<file path="config.mk">
export PLATFORM = sky130hd
export DESIGN_NAME = booth_mult
export DESIGN_NICKNAME = d
export VERILOG_FILES = /design/src/rtl/booth_mult.sv
export SDC_FILE = /design/constraint.sdc
export NUM_CORES = 1
export LEC_CHECK = 0
export CORE_MARGIN = 1.5
export CORE_UTILIZATION = 50
export DETAILED_ROUTE_END_ITERATION = 7
export PLACE_DENSITY = 0.74
export SLEW_MARGIN = 40
export SYNTH_ARGS = -nofsm -noshare
export SYNTH_HDL_FRONTEND = slang
export SYNTH_SLANG_ARGS = --single-unit
</file>
<file path="constraint.sdc">
create_clock -name clk -period 4.27 [get_ports clk]
set_input_delay 0.854 -clock clk [delete_from_list [all_inputs] [get_ports clk]]
set_output_delay 0.854 -clock clk [all_outputs]
set_load 0.05 [all_outputs]
</file>
<file path="src/rtl/booth_mult.sv">
// Iterative signed Booth multiplier (WIDTH x WIDTH -> 2*WIDTH), one recoding step per clock.
// Define BOOTH_MULT_RADIX4_EN for radix-4 recoding (WIDTH/2 steps); default is radix-2 (WIDTH steps).
module booth_mult #(
  parameter int WIDTH = 8
) (
  input  logic                 clk,
  input  logic                 rst_n,
  input  logic                 start,
  input  logic [WIDTH-1:0]     multiplicand,
  input  logic [WIDTH-1:0]     multiplier,
  output logic                 busy,
  output logic                 done,
  output logic [2*WIDTH-1:0]   product
);

`ifdef BOOTH_MULT_RADIX4_EN
  localparam int ACC_W = WIDTH + 2;
  localparam int STEPS = WIDTH / 2;
`else
  localparam int ACC_W = WIDTH + 1;
  localparam int STEPS = WIDTH;
`endif
  localparam int CNT_W = $clog2(STEPS + 1);

  typedef enum logic [1:0] {S_IDLE, S_RUN, S_DONE} state_t;

  state_t             state_reg, state_next;
  logic [ACC_W-1:0]   a_reg, m_reg;
  logic [WIDTH-1:0]   q_reg;
  logic               q_m1_reg;
  logic [CNT_W-1:0]   count_reg;

  logic               accept, last;
  logic [ACC_W-1:0]   addend, sum, a_step;
  logic [WIDTH-1:0]   q_step;
  logic               q_m1_step;

  assign accept = start && (state_reg != S_RUN);
  assign last   = (count_reg == CNT_W'(STEPS - 1));

  // One Booth step: recode, add into the accumulator, then arithmetic shift {A, Q, q_m1}.
  always_comb begin
    addend = '0;
`ifdef BOOTH_MULT_RADIX4_EN
    case ({q_reg[1:0], q_m1_reg})
      3'b001, 3'b010: addend = m_reg;
      3'b011:         addend = m_reg << 1;
      3'b100:         addend = -(m_reg << 1);
      3'b101, 3'b110: addend = -m_reg;
      default:        addend = '0;
    endcase
    sum       = a_reg + addend;
    a_step    = {{2{sum[ACC_W-1]}}, sum[ACC_W-1:2]};
    q_step    = {sum[1:0], q_reg[WIDTH-1:2]};
    q_m1_step = q_reg[1];
`else
    case ({q_reg[0], q_m1_reg})
      2'b01:   addend = m_reg;
      2'b10:   addend = -m_reg;
      default: addend = '0;
    endcase
    sum       = a_reg + addend;
    a_step    = {sum[ACC_W-1], sum[ACC_W-1:1]};
    q_step    = {sum[0], q_reg[WIDTH-1:1]};
    q_m1_step = q_reg[0];
`endif
  end

  always_ff @(posedge clk) begin
    if (!rst_n) state_reg <= S_IDLE;
    else        state_reg <= state_next;
  end

  always_comb begin
    state_next = state_reg;
    case (state_reg)
      S_IDLE:  if (accept) state_next = S_RUN;
      S_RUN:   if (last)   state_next = S_DONE;
      S_DONE:  state_next = accept ? S_RUN : S_IDLE;
      default: state_next = S_IDLE;
    endcase
  end

  always_comb begin
    busy = (state_reg == S_RUN);
    done = (state_reg == S_DONE);
  end

  always_ff @(posedge clk) begin
    if (!rst_n) begin
      a_reg     <= '0;
      m_reg     <= '0;
      q_reg     <= '0;
      q_m1_reg  <= 1'b0;
      count_reg <= '0;
      product   <= '0;
    end else if (accept) begin
      a_reg     <= '0;
      m_reg     <= {{(ACC_W-WIDTH){multiplicand[WIDTH-1]}}, multiplicand};
      q_reg     <= multiplier;
      q_m1_reg  <= 1'b0;
      count_reg <= '0;
    end else if (state_reg == S_RUN) begin
      a_reg     <= a_step;
      q_reg     <= q_step;
      q_m1_reg  <= q_m1_step;
      count_reg <= count_reg + CNT_W'(1);
      // Capture from the post-step values so the product is ready with done.
      if (last) product <= {a_step[WIDTH-1:0], q_step};
    end
  end

endmodule

</file>
==> results of run 1 <==
[worst reg2reg max path, cell delays in order (launching register included)]
cell	delay [ns]
dfxtp_1	0.34
inv_1	0.06
ha_1	0.33
inv_1	0.19
a211oi_1	0.30
ha_1	0.24
inv_1	0.06
fa_1	0.39
nor2b_1	0.15
o31a_1	0.19
o21ai_1	0.12
a2111oi_0	0.41
or3_1	0.17
[routing by layer]
metal | vias to the layer above | global-route usage | share of wire
met3 | 5 | 0.0488 | 0.041
li1 | 1142 | - | -
met2 | 39 | 0.344 | 0.45
met1 | 1037 | 0.284 | 0.49
met5 | - | 0 | 0
met4 | 0 | 0.0802 | 0.017
[stage by stage]
stage / util / setup WS, ns / std cells / power (uW)
3_3_place_gp: 0.607 / 1.38 / 400 / 606
3_5_place_dp: 0.607 / 1.27 / 400 / 608
4_1_cts: 0.627 / 1.29 / 408 / 890
2_1_floorplan: - / 1.54 / 311 / 570
5_1_grt: 0.627 / 0.847 / 408 / 925
6_report: 0.627 / 1.27 / 408 / 881
[final timing paths]
path	start	endpoint	slack (ns)	cells past startpoint
worst min-delay path	product[3]	product[3]	0.46	2
worst max-delay path	q_m1_reg	a_reg[5]	1.27	12
worst max register to register	q_m1_reg	a_reg[5]	1.27	12
worst min register to register	product[3]	product[3]	0.46	2
[placed cells by master (no fill, tap or decap), drive strengths merged, types with 7 or more instances in the layout]
cell type and instances:
a21oi 20, clkdlybuf4s50 36, o211a 9, nand3 12
ha 12, clkbuf 7, o21ai 15, nor2 17
nand2 61, a21boi 19, mux2i 7, inv 13
dfxtp 47
[final cells by class]
cell class / instances / share of cell area
clock buffers: 7 / 0.0288
multi-input cells: 232 / 0.479
flip-flops and latches: 47 / 0.314
repair buffers: 40 / 0.130
well taps: 67 / 0.0279
inverters: 14 / 0.0175
clock inverters: 1 / 0.00292
[logic make-up after synthesis]
family,share of synthesized area
AO/OA/AOI/OAI,0.215
AND/OR/NAND/NOR,0.237
buffers and inverters,0.0547
flip-flops,0.374
adder cells (fa/ha/maj),0.0676
XOR/XNOR,0.0244
multiplexers,0.0278
[power groups by stage]
stage               combinational [uW]  sequential (uW)  clock [uW]
detailed placement                 129              479           0
global placement                   127              479           0
floorplan                         94.9              475           0
global route                       145              472         308
finish                             129              469         283
CTS                                130              469         291
==> summary.md, run 1 <==
| Metric | Value |
|---|---|
| Status | `complete, no violations` |
| Type of the worst setup path | `reg -> reg` |
| Number of synthesized flops with an enable pin | `0` |
| Pre-antenna DRT Iters | `4` |
| Post-layout net count | `372` |
| Max VDD drop | `0.207 mV` |
| Initial DRC count | `83` |
| Number of global-route vias before repair | `1,992` |
| Final WL | `5.26 mm` |
| Final hold vios | `0` |
| Register area | `941 um2` |
| Seq/Total Area, Yosys | `0.374` |
| Drt via density | `5.45` |
| Critical path cell sequence | `inv_1, ha_1, inv_1, a211oi_1, ha_1, inv_1, fa_1, nor2b_1, o31a_1, o21ai_1, a2111oi_0, or3_1` |
| Synth async-reset ratio | `0` |
| Crit path max-delay family | `compound AO/OA/AOI/OAI gates` |
| WP data required | `4.52 ns` |
| Clk sinks | `47` |
| Die Ht | `73.9 um` |
| Port Buffer Count | `36` |
| Fmax | `333 MHz` |
| Yosys top cell area share | `0.374` |
| Comb pwr share | `0.147` |
| Synth warn | `0` |
| Most common cell in the synthesized netlist | `nand2_1` |
| Min Hold Slack | `0.464 ns` |
| CTS Buf Count | `5` |
| Relative slew slack | `0.620` |
| Starting Density | `0.526` |
| Largest reg by FF count | `product` |
| Cell taking the most area after synthesis | `dfxtp_1` |
| P&R area growth vs syn | `19.2%` |
| Insertion delay to the later sink of the worst-skew pair | `0.31 ns` |
| Final clock period utilization by the worst path | `0.703` |
| H-tree Lvls | `2` |
| Residual DRC count | `0` |
| # diodes | `0` |
| Post-CTS Hold Buffers | `0` |
| Internal power | `645 uW` |
| DP Area | `0.00291 mm2` |
| P_leak | `0.00118 uW` |
| Primary FF master, synth | `dfxtp_1` |
| Max Clock Skew | `0.00883 ns` |
| Final setup viols | `0` |
| Worst min path class | `reg -> reg` |
| Slowest library cell on the worst path | `a2111oi_0` |
| Reg power frac | `0.532` |
| Layout cells sized above 1 | `0.0469` |
| Synth Area per Inst | `8.09 um2` |
| Bufs on Longest Clock Path | `2` |
| Max cap viols | `0` |
| Synth top area cells | `dfxtp_1 (37%), nand2_1 (9.1%), ha_1 (6.0%)` |
| CTS root buffer | `clkbuf_8` |
| Initial antenna violation count | `0` |
| Antenna Violating Nets Remaining | `0` |
| Area of the mapped netlist | `0.00252 mm2` |
| Clk pwr share | `0.321` |
| Pwr/cell area | `294 mW/mm2` |
| GPL Wtd Cong | `0.844` |
| Dpl hpwl | `3.68 mm` |
| Drt wl/cell | `12.9 um` |
| CP Capture Type | `flip-flop` |
| Postcts setup bufs | `0` |
| Ports | `37` |
| Setup TNS | `0 ns` |
| Max incr delay on CP | `0.41 ns` |
| Syn Inst Count | `311` |
| Critical Path Start Type | `flip-flop` |
| Core ar. | `0.00479 mm2` |
| First-pass GRT wire length | `9.10 mm` |
| Fin. max-slew vios | `0` |
| Min Tclk post-route | `3.00 ns` |
| Synth Net Count | `343` |
| Top cells by count, synth | `nand2_1 (61), dfxtp_1 (47), a21oi_1 (20), a21boi_0 (19), nor2_1 (17)` |
| RSZ-0062 raised after global routing | `false` |
| Synth cell types | `47` |
| Switching part of the total | `0.268` |
| Gr ovfl total | `0` |
| Net switching power | `236 uW` |
| Worst Path Buf+Inv | `3` |
| Footprint of the multi-input gates | `0.00144 mm2` |
| Crit-path max FO | `10` |
| Full die area | `0.00547 mm2` |
| Most Frequent Cell on Critical Path | `inv_1` |
| Rows | `25` |
| Largest net degree at the start of global routing | `43` |
| Max reg flops | `16` |
| Yosys reg bits | `47` |
| CTS tree | `done` |
| GR Util All Layers | `0.215` |
| Post-CTS sizing | `0` |
| Worst-path clk slew | `0.09 ns` |
| # fillers | `445` |
| Die Wd | `73.9 um` |
| Crit path arrival time | `3.25 ns` |
| Via count | `2,223` |
| Slew of the pin with the lowest slew margin | `0.569 ns` |
| Final instance area | `0.00300 mm2` |
Power figures use the tool's default switching activity.
==> run 2, diff against run 1 <==
clock period = 2.9 ns   (was 4.27 ns; I/O delays follow)
==> run 2 against run 1 <==
Routed wire length is 4.7% higher. Via count fell by 0.54%. Total power is 47% higher. Register-to-register slack got worse by 1.1 ns. Combinational power up 56%. Hold slack lost 0.00060 ns. Global-route usage is 0.18 points higher. Sequential share of layout area is 0.39 points lower. Sequential power grew 47%. Critical path depth stayed put. Cell area increased by 1.3%.
==> summary.md, run 2 (synthesis gave the netlist of run 1 again) <==
| Metric | Value |
|---|---|
| Max incr delay on CP | `0.40 ns` |
| Power, Total | `1290 uW` |
| Layout cells sized above 1 | `0.0727` |
| Max VDD drop | `0.268 mV` |
| Worst-path clk slew | `0.09 ns` |
| Commonest non-fill, non-tap cells in the layout | `nand2_1 (61), dfxtp_1 (47), clkdlybuf4s50_1 (35)` |
| Dpl hpwl | `3.91 mm` |
| Core ar. | `0.00479 mm2` |
| Reg power frac | `0.534` |
| Largest net degree at the start of global routing | `42` |
| Min Tclk post-route | `2.72 ns` |
| P&R area growth vs syn | `20.7%` |
| Final hold vios | `0` |
| # fillers | `441` |
| Ports | `37` |
| Port Buffer Count | `36` |
| GPL Wtd Cong | `0.859` |
| Residual DRC count | `0` |
| # diodes | `0` |
| Comb pwr share | `0.155` |
| Crit-path max FO | `7` |
| Pwr/cell area | `426 mW/mm2` |
| Final WL | `5.51 mm` |
| Most Frequent Cell on Critical Path | `inv_1` |
| Setup TNS | `0 ns` |
| Fmax | `367 MHz` |
| Hold path cells | `2` |
| Largest reg by FF count | `product` |
| R2R cell count | `12` |
| Via count | `2,211` |
| Switching part of the total | `0.281` |
| Rows | `25` |
| Final core occ | `0.635` |
| CTS Buf Count | `5` |
| Commonest non-fill, non-tap cell in the layout | `nand2_1` |
| Number of global-route vias before repair | `2,010` |
| Full die area | `0.00547 mm2` |
| RSZ-0062 raised after global routing | `false` |
| Pre-antenna DRT Iters | `4` |
| CTS root buffer | `clkbuf_8` |
| Drt wl/cell | `13.4 um` |
| Post-CTS Hold Buffers | `0` |
| Critical Path Start Type | `flip-flop` |
| Clk pwr share | `0.310` |
| Initial DRC count | `99` |
| Slew of the pin with the lowest slew margin | `0.644 ns` |
| Max Clock Skew | `0.00717 ns` |
| Relative slew slack | `0.569` |
| WP data required | `3.15 ns` |
| Status | `complete, no violations` |
| Internal power | `930 uW` |
| Type of the worst setup path | `reg -> reg` |
| Final setup viols | `0` |
| Post-layout net count | `375` |
| Initial antenna violation count | `0` |
| P_leak | `0.00120 uW` |
| Starting Density | `0.526` |
| Crit path arrival time | `2.98 ns` |
| Critical path cell sequence | `inv_1, ha_1, inv_1, a211oi_1, ha_2, inv_1, fa_1, nor2b_1, o31a_1, o21ai_2, a2111oi_1, or3_1` |
| Die Ht | `73.9 um` |
| Worst min path class | `reg -> reg` |
| Antenna Violating Nets Remaining | `0` |
| Drt via density | `5.38` |
| Insertion delay to the later sink of the worst-skew pair | `0.30 ns` |
| Max reg flops | `16` |
| CP Capture Type | `flip-flop` |
| Gr ovfl total | `0` |
| Clk sinks | `47` |
| Final clock period utilization by the worst path | `0.939` |
| Bufs on Longest Clock Path | `2` |
| Net switching power | `363 uW` |
| GR Util All Layers | `0.217` |
| Max cap viols | `0` |
| Fin. max-slew vios | `0` |
| Slowest library cell on the worst path | `fa_1` |
| First-pass GRT wire length | `9.19 mm` |
| H-tree Lvls | `2` |
| Die Wd | `73.9 um` |
| CTS tree | `done` |
==> run 2: cell count changes in the layout (fill, tap and decap cells not counted), sizes merged <==
| cell | before | now |
|---|---|---|
| buf | 4 | 8 |
| clkbuf | 7 | 5 |
| clkdlybuf4s50 | 36 | 35 |
| clkinv | 2 | 3 |
| inv | 13 | 14 |
==> run 2: what timing repair did <==
| item | CTS | global route |
|---|---|---|
| gates resized for setup | 0 | 6 |
| setup endpoints to repair | 0 | 6 |
| setup buffers | 0 | 0 |
==> run 2: worst paths after layout <==
check | slack [ns] | to | from
setup / recovery | 0.18 | a_reg[5] | q_m1_reg
setup reg to reg | 0.18 | a_reg[5] | q_m1_reg
hold / removal | 0.46 | product[3] | product[3]
hold reg to reg | 0.46 | product[3] | product[3]
==> run 2: through the flow <==
| step | worst slack [ns] | cell area, um2 | cells | hold slack (ns) |
|---|---|---|---|---|
| after floorplan | 0.168 | 2520 | 311 | 0.439 |
| after global placement | 0.181 | 2930 | 403 | 0.449 |
| after detailed placement | 0.0678 | 2930 | 403 | 0.455 |
| after CTS | 0.0594 | 3010 | 411 | 0.469 |
| after global routing | 0.0432 | 3040 | 411 | 0.491 |
| final | 0.176 | 3040 | 411 | 0.463 |
==> run 2: layer usage <==
metal  track usage  wire (um)
met1         0.278       2580
met2         0.361       2560
met3        0.0542        281
met4        0.0658         85
met5             0          0
==> run 2: final cells by class <==
| cell class | count | area [um2] | area share |
|---|---|---|---|
| repair buffers | 43 | 410 | 0.135 |
| well taps | 67 | 83.8 | 0.0276 |
| inverters | 14 | 52.6 | 0.0173 |
| clock inverters | 3 | 18.8 | 0.00618 |
| clock buffers | 5 | 68.8 | 0.0227 |
| flip-flops and latches | 47 | 941 | 0.310 |
| multi-input cells | 232 | 1460 | 0.481 |
==> run 2: critical path, delay by kind of cell, from the launching register on <==
kind | cells | cell delay (ns)
AOI/OAI and AO/OA | 4 | 0.98
adders and majority gates | 3 | 0.80
buffers and inverters | 3 | 0.23
DFF | 1 | 0.35
and+or+nand+nor | 2 | 0.32
==> run 2: power groups by stage <==
stage / clock network, uW / logic, uW / registers, uW
floorplan: 0 / 140 / 699
global placement: 0 / 192 / 705
detailed placement: 0 / 196 / 705
CTS: 408 / 197 / 690
global route: 431 / 224 / 695
finish: 401 / 201 / 691
